===== src/rtl/kuznechik_arbiter.sv =====
`default_nettype none
// =============================================================================
// kuznechik_arbiter : round-robin arbiter for two requesters sharing one
//                     kuznechik_cipher core. Optional watchdog: KUZ_ARB_WATCHDOG_EN.
// Revision: 1.0
// =============================================================================
module kuznechik_arbiter #(
  parameter int unsigned WDOG_CYCLES = 1024
) (
  input  logic         clk_i,
  input  logic         resetn,
  input  logic         req0_i,
  input  logic [127:0] data0_i,
  output logic         ready0_o,
  output logic         valid0_o,
  output logic [127:0] data0_o,
  input  logic         ack0_i,
  input  logic         req1_i,
  input  logic [127:0] data1_i,
  output logic         ready1_o,
  output logic         valid1_o,
  output logic [127:0] data1_o,
  input  logic         ack1_i,
  output logic         core_request_o,
  output logic         core_ack_o,
  output logic [127:0] core_data_o,
  input  logic         core_busy_i,
  input  logic         core_valid_i,
  input  logic [127:0] core_data_i,
  output logic         grant_o,
  output logic         busy_o,
  output logic         err_o
);

  localparam logic [2:0] ST_IDLE    = 3'd0;
  localparam logic [2:0] ST_ISSUE   = 3'd1;
  localparam logic [2:0] ST_RUN     = 3'd2;
  localparam logic [2:0] ST_RELEASE = 3'd3;
  localparam logic [2:0] ST_DELIVER = 3'd4;

  logic [2:0]        state_q, state_d;
  logic [1:0]        pending_q, pending_d;
  logic [1:0][127:0] hold_q, hold_d;
  logic [1:0][127:0] result_q, result_d;
  logic [1:0]        valid_q, valid_d;
  logic              last_grant_q, last_grant_d;
  logic              grant_q, grant_d;
  logic              core_request_q, core_request_d;
  logic              core_ack_q, core_ack_d;
  logic [127:0]      core_data_q, core_data_d;
  logic              winner;
  logic              owner_ack;

`ifdef KUZ_ARB_WATCHDOG_EN
  localparam logic [15:0] WDOG_LAST = 16'(WDOG_CYCLES - 1);
  logic [15:0] wdog_q, wdog_d;
  logic        err_q, err_d;
`else
  // Keeps the parameter referenced when the watchdog is compiled out.
  logic unused_wdog_cfg;
  assign unused_wdog_cfg = |WDOG_CYCLES;
`endif

  always_comb begin
    state_d        = state_q;
    pending_d      = pending_q;
    hold_d         = hold_q;
    result_d       = result_q;
    valid_d        = valid_q;
    last_grant_d   = last_grant_q;
    grant_d        = grant_q;
    core_request_d = core_request_q;
    core_ack_d     = core_ack_q;
    core_data_d    = core_data_q;
    winner         = (&pending_q) ? ~last_grant_q : pending_q[1];
    owner_ack      = grant_q ? ack1_i : ack0_i;

    // A busy holding register ignores new requests; ready is simply !pending.
    if (req0_i && !pending_q[0]) begin
      hold_d[0]    = data0_i;
      pending_d[0] = 1'b1;
    end
    if (req1_i && !pending_q[1]) begin
      hold_d[1]    = data1_i;
      pending_d[1] = 1'b1;
    end

    case (state_q)
      ST_IDLE: begin
        core_ack_d = 1'b0;
        if (|pending_q) begin
          state_d        = ST_ISSUE;
          last_grant_d   = winner;
          grant_d        = winner;
          core_data_d    = hold_q[winner];
          core_request_d = 1'b1;
        end
      end
      ST_ISSUE: begin
        // The core registers its next state, so request stays up until busy.
        if (core_busy_i) begin
          core_request_d = 1'b0;
          state_d        = ST_RUN;
        end
      end
      ST_RUN: begin
        if (core_valid_i) begin
          result_d[grant_q] = core_data_i;
          core_ack_d        = 1'b1;
          state_d           = ST_RELEASE;
        end
      end
      ST_RELEASE: begin
        if (!core_valid_i) begin
          core_ack_d       = 1'b0;
          valid_d[grant_q] = 1'b1;
          state_d          = ST_DELIVER;
        end
      end
      ST_DELIVER: begin
        if (owner_ack) begin
          valid_d[grant_q]   = 1'b0;
          pending_d[grant_q] = 1'b0;
          state_d            = ST_IDLE;
        end
      end
      default: state_d = ST_IDLE;
    endcase

`ifdef KUZ_ARB_WATCHDOG_EN
    wdog_d = wdog_q;
    err_d  = err_q;
    if (state_q == ST_IDLE) begin
      wdog_d = '0;
    end else if (state_q != ST_DELIVER) begin
      wdog_d = wdog_q + 16'd1;
      if (wdog_q == WDOG_LAST) begin
        // Abandon the transaction; the ack pulse frees a core stuck in FINISH.
        err_d              = 1'b1;
        core_request_d     = 1'b0;
        core_ack_d         = 1'b1;
        pending_d[grant_q] = 1'b0;
        valid_d[grant_q]   = 1'b0;
        result_d[grant_q]  = result_q[grant_q];
        state_d            = ST_IDLE;
      end
    end
`endif
  end

  always_ff @(posedge clk_i) begin
    if (!resetn) begin
      state_q        <= ST_IDLE;
      pending_q      <= '0;
      hold_q         <= '0;
      result_q       <= '0;
      valid_q        <= '0;
      last_grant_q   <= 1'b1;
      grant_q        <= 1'b0;
      core_request_q <= 1'b0;
      core_ack_q     <= 1'b0;
      core_data_q    <= '0;
    end else begin
      state_q        <= state_d;
      pending_q      <= pending_d;
      hold_q         <= hold_d;
      result_q       <= result_d;
      valid_q        <= valid_d;
      last_grant_q   <= last_grant_d;
      grant_q        <= grant_d;
      core_request_q <= core_request_d;
      core_ack_q     <= core_ack_d;
      core_data_q    <= core_data_d;
    end
  end

`ifdef KUZ_ARB_WATCHDOG_EN
  always_ff @(posedge clk_i) begin
    if (!resetn) begin
      wdog_q <= '0;
      err_q  <= 1'b0;
    end else begin
      wdog_q <= wdog_d;
      err_q  <= err_d;
    end
  end
  assign err_o = err_q;
`else
  assign err_o = 1'b0;
`endif

  assign ready0_o       = ~pending_q[0];
  assign ready1_o       = ~pending_q[1];
  assign valid0_o       = valid_q[0];
  assign valid1_o       = valid_q[1];
  assign data0_o        = result_q[0];
  assign data1_o        = result_q[1];
  assign core_request_o = core_request_q;
  assign core_ack_o     = core_ack_q;
  assign core_data_o    = core_data_q;
  assign grant_o        = grant_q;
  assign busy_o         = (state_q != ST_IDLE);

endmodule
`default_nettype wire

===== config.mk =====
export PLATFORM = sky130hd
export DESIGN_NAME = kuznechik_arbiter
export DESIGN_NICKNAME = d
export VERILOG_FILES = /design/src/rtl/kuznechik_arbiter.sv
export SDC_FILE = /design/constraint.sdc
export NUM_CORES = 1
export LEC_CHECK = 0
export BUFFER_PORTS_ARGS = -buffer_cell sky130_fd_sc_hd__buf_2
export CAP_MARGIN = 10
export CORE_AREA = 4 4 302 304
export DETAILED_ROUTE_END_ITERATION = 12
export DIE_AREA = 0 0 306 308
export PLACE_DENSITY = 0.49
export SKIP_LAST_GASP = 1
export SYNTH_ARGS = -nofsm -noshare
export SYNTH_HDL_FRONTEND = slang
export SYNTH_SLANG_ARGS = --single-unit

===== constraint.sdc =====
create_clock -name clk_i -period 1.9 [get_ports clk_i]
set_clock_uncertainty 0.2 [all_clocks]
set_input_delay 0 -clock clk_i [delete_from_list [all_inputs] [get_ports clk_i]]
set_output_delay 0 -clock clk_i [all_outputs]
set_load 0.05 [all_outputs]

==> Word-level counts from Yosys, hierarchy flattened <==
Index checks and enable logic that the tools add are counted.
{ "word_totals": {"regBits": 651, "input_bits": 392, "wordCells": 77} }
{ "op_classes": {"bitwise": 7, "mux": 28, "n_eq_ne": 9, "n_reduce_logical": 18, "order_cmp": 3} }
{ "op_table": {"columns": ["cell", "count"], "rows": [
  ["$mux W128", 3],
  ["$bwmux W256", 1],
  ["$demux W128 S1", 1],
  ["$mux W3", 5],
  ["$pmux W3 S5", 1],
  ["$ne A2 B2 Y1 const B", 5],
  ["$mux W1", 9],
  ["$reduce_and A3 Y1", 3],
  ["$mux W2", 4],
  ["$eq A3 B2 Y1 const B", 2],
  ["$reduce_and A2 Y1", 3],
  ["$reduce_bool A3 Y1", 2],
  ["$reduce_and A5 Y1", 1],
  ["$and A2 B2 Y2", 2],
  ["$lt A1 B2 Y1 const B", 2],
  ["$pmux W2 S2", 1],
  ["$reduce_bool A2 Y1", 2],
  ["$eq A3 B1 Y1 const B", 1],
  ["$eq A3 B3 Y1 const B", 1],
  ["$logic_and A1 B1 Y1", 3],
  ["$logic_not A3 Y1", 1],
  ["$not A1 Y1", 3],
  ["$pmux W1 S3", 1],
  ["$logic_not A1 Y1", 2],
  ["6 further kinds", 6]
]} }

==> Logic depth before layout (Yosys ltp) <==
Gate-level depths: netlist (run 1).
{ "logic_depth": {"depth_word": 8, "depth_mapped": 7, "ltp_nobuf": 4} }

==> Least setup slack after synthesis (run 1) <==
No wires, ideal clock.
{ "synth_timing": {"path_kind": "register to register", "start": "register grant_q, in the netlist grant_o", "end": "register result_q, in the netlist data1_o[100]", "synth_period_minus_slack_ns": 2.060, "setup_time_ns": 0.123, "path_stages_with_launch": 7, "arrival_time_ns": 1.737, "path_slack_ns": -0.160, "path_buffers": 2, "cell_sequence": "dfxtp_1 -> inv_1 -> or3_1 -> clkbuf_1 -> buf_2 -> nand2_1 -> a21boi_0"} }
{ "synth_between": {"elab_chain_cells": 5, "word_cells_on_any_way": 6, "cone_classes": "order compare (2); mux (3); reduce/logical (1)"} }
{ "synth_lines": {"columns": ["item", "line_no", "rtl"], "rows": [
  ["start, declared", "47", "logic grant_q, grant_d;"],
  ["start signal, assigned", "170", "grant_q <= grant_d;"],
  ["$lt A1 B2 Y1 (not written as such) / $ge A1 B1 Y1 (equally long branches)", "108", "result_d[grant_q] = core_data_i;"],
  ["$logic_and A1 B1 Y1 (not written as such)", "108", null],
  ["$mux W128 (not written as such)", "108", null],
  ["$demux W128 S1 *", "108", null],
  ["$bwmux W256 *", "108", null],
  ["end signal, assigned", "167", "result_q <= result_d;"],
  ["end, declared", "44", "logic [1:0][127:0] result_q, result_d;"]
]} }
Every way passes the cells marked *; elsewhere a longest branch is shown, timed or not.
A chain may end at the register's enable or synchronous reset.

==> Final worst setup path (run 1) <==
{ "layout_timing": {"start": "register state_q[0]", "end": "register result_q, in the netlist data0_o[77]"} }
{ "layout_between": {"elab_chain_cells": 2} }
{ "layout_lines": {"columns": ["item", "line_no", "rtl"], "rows": [
  ["start, declared", "41", "logic [2:0] state_q, state_d;"],
  ["start signal, assigned", "164", "state_q <= state_d;"],
  ["$eq A3 B2 Y1", "88", "case (state_q)"],
  ["$reduce_and A2 Y1 (no line)", null, null]
]} }
Every way passes these cells.

==> results of run 1 <==
==> worst max path at each step <==
stage | from | endpoint | slack, ns
floorplan | state_q[0] | core_data_o[107] | 0.06
global placement | pending_q[0] | hold_q[96] | 0.05
global route | state_q[0] | data0_o[18] | -0.08
detailed placement | state_q[1] | core_data_o[101] | 0.05
finish | state_q[0] | data0_o[77] | -0.02
CTS | state_q[1] | core_data_o[76] | 0.003
==> critical path, delay by kind of cell (launching register included) <==
| family | cells | cell delay (ns) |
|---|---|---|
| simple gates | 3 | 0.75 |
| flops | 1 | 0.33 |
| compound gates | 1 | 0.11 |
| buf+inv | 2 | 0.37 |
==> cells by family after synthesis <==
family	after synthesis
buffers and inverters	233
AO/OA/AOI/OAI	657
XOR/XNOR	1
other	1
multiplexers	129
AND/OR/NAND/NOR	1187
flip-flops	651
==> through the flow <==
stage | hold WS (ns) | cell area, um^2 | TNS (ns)
floorplan | -0.0921 | 25100 | 0
global placement | 0.0153 | 31100 | 0
detailed placement | 0.0167 | 31100 | 0
CTS | 0.0000640 | 40600 | 0
global route | 0.0126 | 40900 | -5.84
finish | 0.0295 | 40900 | -0.0380
==> repair_timing <==
item / CTS / global route
buffers inserted: 0 / 15
endpoints found under the hold margin: 651 / 0
gates resized for setup: 2 / 14
pin swaps: 0 / 2
hold buffers: 699 / 0
setup endpoints to repair: 1 / 359
cloned: 0 / 5
==> cell usage after synthesis (5+ instances only) <==
| cell type | count | area, um^2 |
|---|---|---|
| a21boi_0 | 514 | 3860 |
| buf_2 | 89 | 445 |
| clkbuf_1 | 121 | 454 |
| dfxtp_1 | 651 | 13000 |
| buf_4 | 16 | 120 |
| mux2i_1 | 129 | 1290 |
| nand2_1 | 1160 | 4350 |
| o21ai_0 | 5 | 25.0 |
| o211a_1 | 129 | 1290 |
==> registers in the layout (all words and copies together) (netlist names), named ones only <==
name	count
core_request_o	1
state_q	3
grant_o	1
pending_q	2
data0_o	128
core_data_o	128
hold_q	256
core_ack_o	1
data1_o	128
last_grant_q	1
==> layout make-up <==
cell class                      instances  area, um^2  area share [%]
Sequential cell                       651       13000            31.9
Inverter                                4        15.0          0.0367
Multi-Input combinational cell       1976       11200            27.3
Antenna cell                            6        15.0          0.0367
Clock buffer                          113        2240            5.49
Tap cell                             1165        1460            3.56
Clock inverter                         21         294           0.719
Timing Repair Buffer                 1616       12700            31.0
==> per-layer routing <==
metal | global-route usage, % | share of wire, %
met4 | 8.19 | 3.9
met2 | 36.0 | 48
met5 | 0 | 0.027
met1 | 24.3 | 42
met3 | 5.04 | 6.5
==> report_power, final <==
| group | total [uW] | internal (uW) | switching, uW |
|---|---|---|---|
| sequential | 16000 | 15100 | 938 |
| clock | 14900 | 8770 | 6080 |
| combinational | 12100 | 4300 | 7800 |
| total | 43000 | 28100 | 14800 |
==> metrics.cfg, run 1 <==
[cells_and_area]
final_core_util_pct=46.3
fin_cells=5552
final_layout_size_suffix_gt1_share_pct=23.9
n_fill_cell=8486
fin_nets=4717
most-common-layout-cells=nand2_1, buf_2, dlygate4sd3_1
area_growth_syn_to_layout_pct=62.6
final_common_cell=nand2_1

[power_and_ir_drop]
leakage_uw=0.0184
power_density_mw_per_mm2=1050
peakVddDrop_uv=730
p_total_uw=43000

[floorplan]
die_width_um=306
die_h_um=308
ios=785
rows=109
initial_utilization_pct=28.5
fp.dieArea_mm2=0.0942
core_area_mm2=0.0882

[worst_hold_path]
hp-start=data0_i[48]
min_to=hold_q[48]
hold_path.class=input port to register
hold_depth=4

[timing]
setup_ws_ns=-0.0206
hold_viol=0
fmax_ghz=0.521
final-setup-viol-count=4
rsz0062_at_grt=true
period_share_pct=101
drv_slew=0
min_period_ns=1.92

[synthesis]
yosys.area_share.simple_pct=18.0
synth_cell_types=32
muxShareOfSynthArea_pct=5.14
synthXorXnorAreaFrac_pct=0.0348
seq_area_frac_synth_pct=51.8
synth_top_family_by_area=compound AO/OA/AOI/OAI gates
netlist_instances=2859
async_reset_ff_share_pct=0
ys_ff_latch=651
yosys.area_share.adder_pct=0
syn_area_per_cell_um2=8.79
ys.flop_type=dfxtp_1
synth_edf_count=0
synth_compound_area_share_pct=20.9
syn-num-nets=3251
syn-cell-area_mm2=0.0251
yosysWarnings=0

[grt]
antenna_found_initial=8
grt_max_degree=91
gr-total-overflow=0
grt_usage_pct=20.6
grt_pass1_wl_mm=154
first_global_vias=25900

[critical_path]
crit_path_top_delay_cell=or3_4
cp-start-kind=register
reg2reg_slack_ns=-0.02
path_max_fanout=15
r2r-start=state_q[0]
max_stage_delay_ns=0.50
worst_ep_required_time_ns=2.19
r2r_cells=6
cp-end-kind=register
critPathKind=register to register
regToRegEndpoint=data0_o[77]
path_cells=nand3b_1 -> buf_6 -> or3_4 -> buf_12 -> nand2_1 -> a21boi_0
crit_arrival_ns=2.21

[placement]
place_ws_ns=0.0458
dp_cells=4693
dp_hpwl_mm=69.3
place_congestion=0.823
portBuffers=783

[clocking]
root_buffer=clkbuf_16
cts_buffer_depth=3
clkSlewWorstSetupHoldPaths_ns=0.06
cts_sinks=651
htree_levels=3
cts_tree=built
clk_latency_ns=0.62
numCtsBuffers=76

[route]
wirelength_mm=102
drc=0
ant_nets=0
vias=25200
drt_pass1_iterations=5
viasPerCell=4.54
wl_per_cell_um=18.3
drt_iter0_markers=1297

[status]
status=finished with violations
violations=negative setup slack

[run]
max-cap-violations=0

Power figures use the tool's default switching activity.
==> inputs of run 2 (changes only) <==
- BUFFER_PORTS_ARGS: -buffer_cell sky130_fd_sc_hd__buf_2 -> unset
- DONT_BUFFER_PORTS: unset -> 1
- PLACE_DENSITY: 0.49 -> 0.42
- SETUP_SLACK_MARGIN: unset -> 0.3
- clock period: 1.9 -> 2.4 ns (I/O delays scaled with it)
==> metrics.cfg, run 2 (synthesized netlist as in run 1, its figures left out) <==
[floorplan]
ios=785  ; unchanged
core_area_mm2=0.0882  ; unchanged
die_width_um=306  ; unchanged
rows=109  ; unchanged
initial_utilization_pct=28.5  ; unchanged
fp.dieArea_mm2=0.0942  ; unchanged
die_h_um=308  ; unchanged

[cells_and_area]
final_layout_size_suffix_gt1_share_pct=7.56  ; -16 points
largest_register_ffs=256  ; unchanged
fin_nets=3777  ; -20%
most-common-layout-cells=nand2_1, dfxtp_1, dlygate4sd3_1
regMostFlops=hold_q
final_common_cell=nand2_1
fin_cells=4613  ; -17%
area_growth_syn_to_layout_pct=40.6

[clocking]
cts_sinks=651  ; unchanged
htree_levels=3  ; unchanged
cts_tree=built
clk_latency_ns=0.60  ; -0.02 ns
numCtsBuffers=77  ; +1.3%
root_buffer=clkbuf_16
clkSlewWorstSetupHoldPaths_ns=0.06  ; about the same
cts_buffer_depth=3  ; unchanged

[grt]
antenna_found_initial=8  ; unchanged
grt_usage_pct=19.2  ; -1.4 points
grt_pass1_wl_mm=141  ; -8.2%
grt_max_degree=653  ; +620%
first_global_vias=22300  ; -14%
gr-total-overflow=0  ; unchanged

[route]
drt_pass1_iterations=7  ; +2
wl_per_cell_um=21.7  ; +18%
wirelength_mm=100  ; -1.6%
drt_iter0_markers=1494  ; +15%
ant_nets=0  ; unchanged
vias=22100  ; -12%
drc=0  ; unchanged
viasPerCell=4.78  ; +5.5%

[critical_path]
cp-end-kind=register
crit_arrival_ns=2.38  ; +0.17 ns
worst_ep_required_time_ns=2.71  ; +0.52 ns
critPathKind=register to register
path_max_fanout=9  ; -6
critPathLaunch=pending_q[0]
cp-start-kind=register
r2r-start=pending_q[0]

[power_and_ir_drop]
peakVddDrop_uv=699  ; -4.3%
leakage_uw=0.0138  ; -25%
power_density_mw_per_mm2=924  ; -12%

[worst_hold_path]
hp-start=resetn
hold_path.class=input port to register

[timing]
fmax_ghz=0.483  ; -7.1%
rsz0062_at_grt=true
fin_hold_ws_ns=-0.636  ; -0.665 ns
period_share_pct=86.2  ; -15 points
final-setup-viol-count=0  ; -4
finalSetupTns_ns=0  ; +0.0380 ns
hold_viol=528  ; +528
drv_slew=0  ; unchanged
min_period_ns=2.07  ; +0.148 ns
worst_pin_slew_ns=1.20
slew-limit-headroom_pct=20.2

[placement]
dp_hpwl_mm=65.7  ; -5.1%
dp_cells=3888  ; -17%
portBuffers=0  ; -100%
place_congestion=0.863  ; +4.8%

[status]
violations=negative hold slack
status=finished with violations

[run]
max-cap-violations=0  ; unchanged

run 2: changes by cell type in the layout (fill, tap and decap cells not counted), sizes merged, moves of 2 or more:
cell,previous run,this run
buf,911,114
diode,6,11
clkinvlp,2,0
clkbuf,119,122
dlygate4sd3,699,552
run 2: worst paths after layout:
path / endpoint / slack, ns / cells after the start
setup / recovery: hold_q[25] / 0.33 / 6
hold / removal: data1_o[116] / -0.64 / 1
setup reg to reg: hold_q[25] / 0.33 / 6
hold reg to reg: hold_q[105] / 0.26 / 2
run 2: cell type report:
| class | instances | area, um^2 |
|---|---|---|
| Multi-Input combinational cell | 1976 | 11100 |
| Timing Repair Buffer | 675 | 7120 |
| Clock inverter | 17 | 198 |
| Sequential cell | 651 | 13000 |
| Fill cell | 8738 | 52900 |
| Clock buffer | 114 | 2350 |
| Antenna cell | 11 | 27.5 |
| Tap cell | 1165 | 1460 |
| Inverter | 4 | 15.0 |
run 2: power breakdown:
part	internal (uW)	switching (uW)
logic	2460	2750
clock network	7070	4650
registers	11900	3800
total	21500	11200
run 2: per-stage QoR:
| step | hold WS (ns) | power (uW) | cell area [um^2] | utilization [%] | setup WS, ns |
|---|---|---|---|---|---|
| 2_1_floorplan | -0.0921 | 18500 | 25100 | - | 0.340 |
| 3_5_place_dp | -0.0834 | 20100 | 26800 | 30.3 | 0.339 |
| 5_1_grt | -0.688 | 34000 | 35300 | 40.0 | 0.263 |
| 6_report | -0.636 | 32700 | 35400 | 40.1 | 0.332 |
| 4_1_cts | -0.712 | 32900 | 34900 | 39.5 | 0.310 |
| 3_3_place_gp | -0.0841 | 20000 | 26800 | 30.3 | 0.390 |
run 2: routing by layer:
layer  up-vias  share of wire, %  track usage (%)  wire, um
met4         4               4.2             7.96      4220
met3       217               7.8             5.80      7840
met5         -             0.023                0        23
li1      10500                 -                -         -
met1     10600                39             21.6     39500
met2       773                49             33.8     48700
run 2: what timing repair did:
action,in CTS,in global routing
hold buffers,549,3
hold endpoints to repair,651,650
buffers inserted,2,13
setup endpoints to repair,1,236
resized for setup,2,45
pin swaps,2,3
cloned,2,14
run 2: worst max-delay path, stage by stage (launching register included):
cell           delay (ns)
dfxtp_4              0.37
nor2b_4              0.25
buf_12               0.20
buf_12               0.16
nand2_1              0.07
dlygate4sd3_1        0.57
a21boi_0             0.14
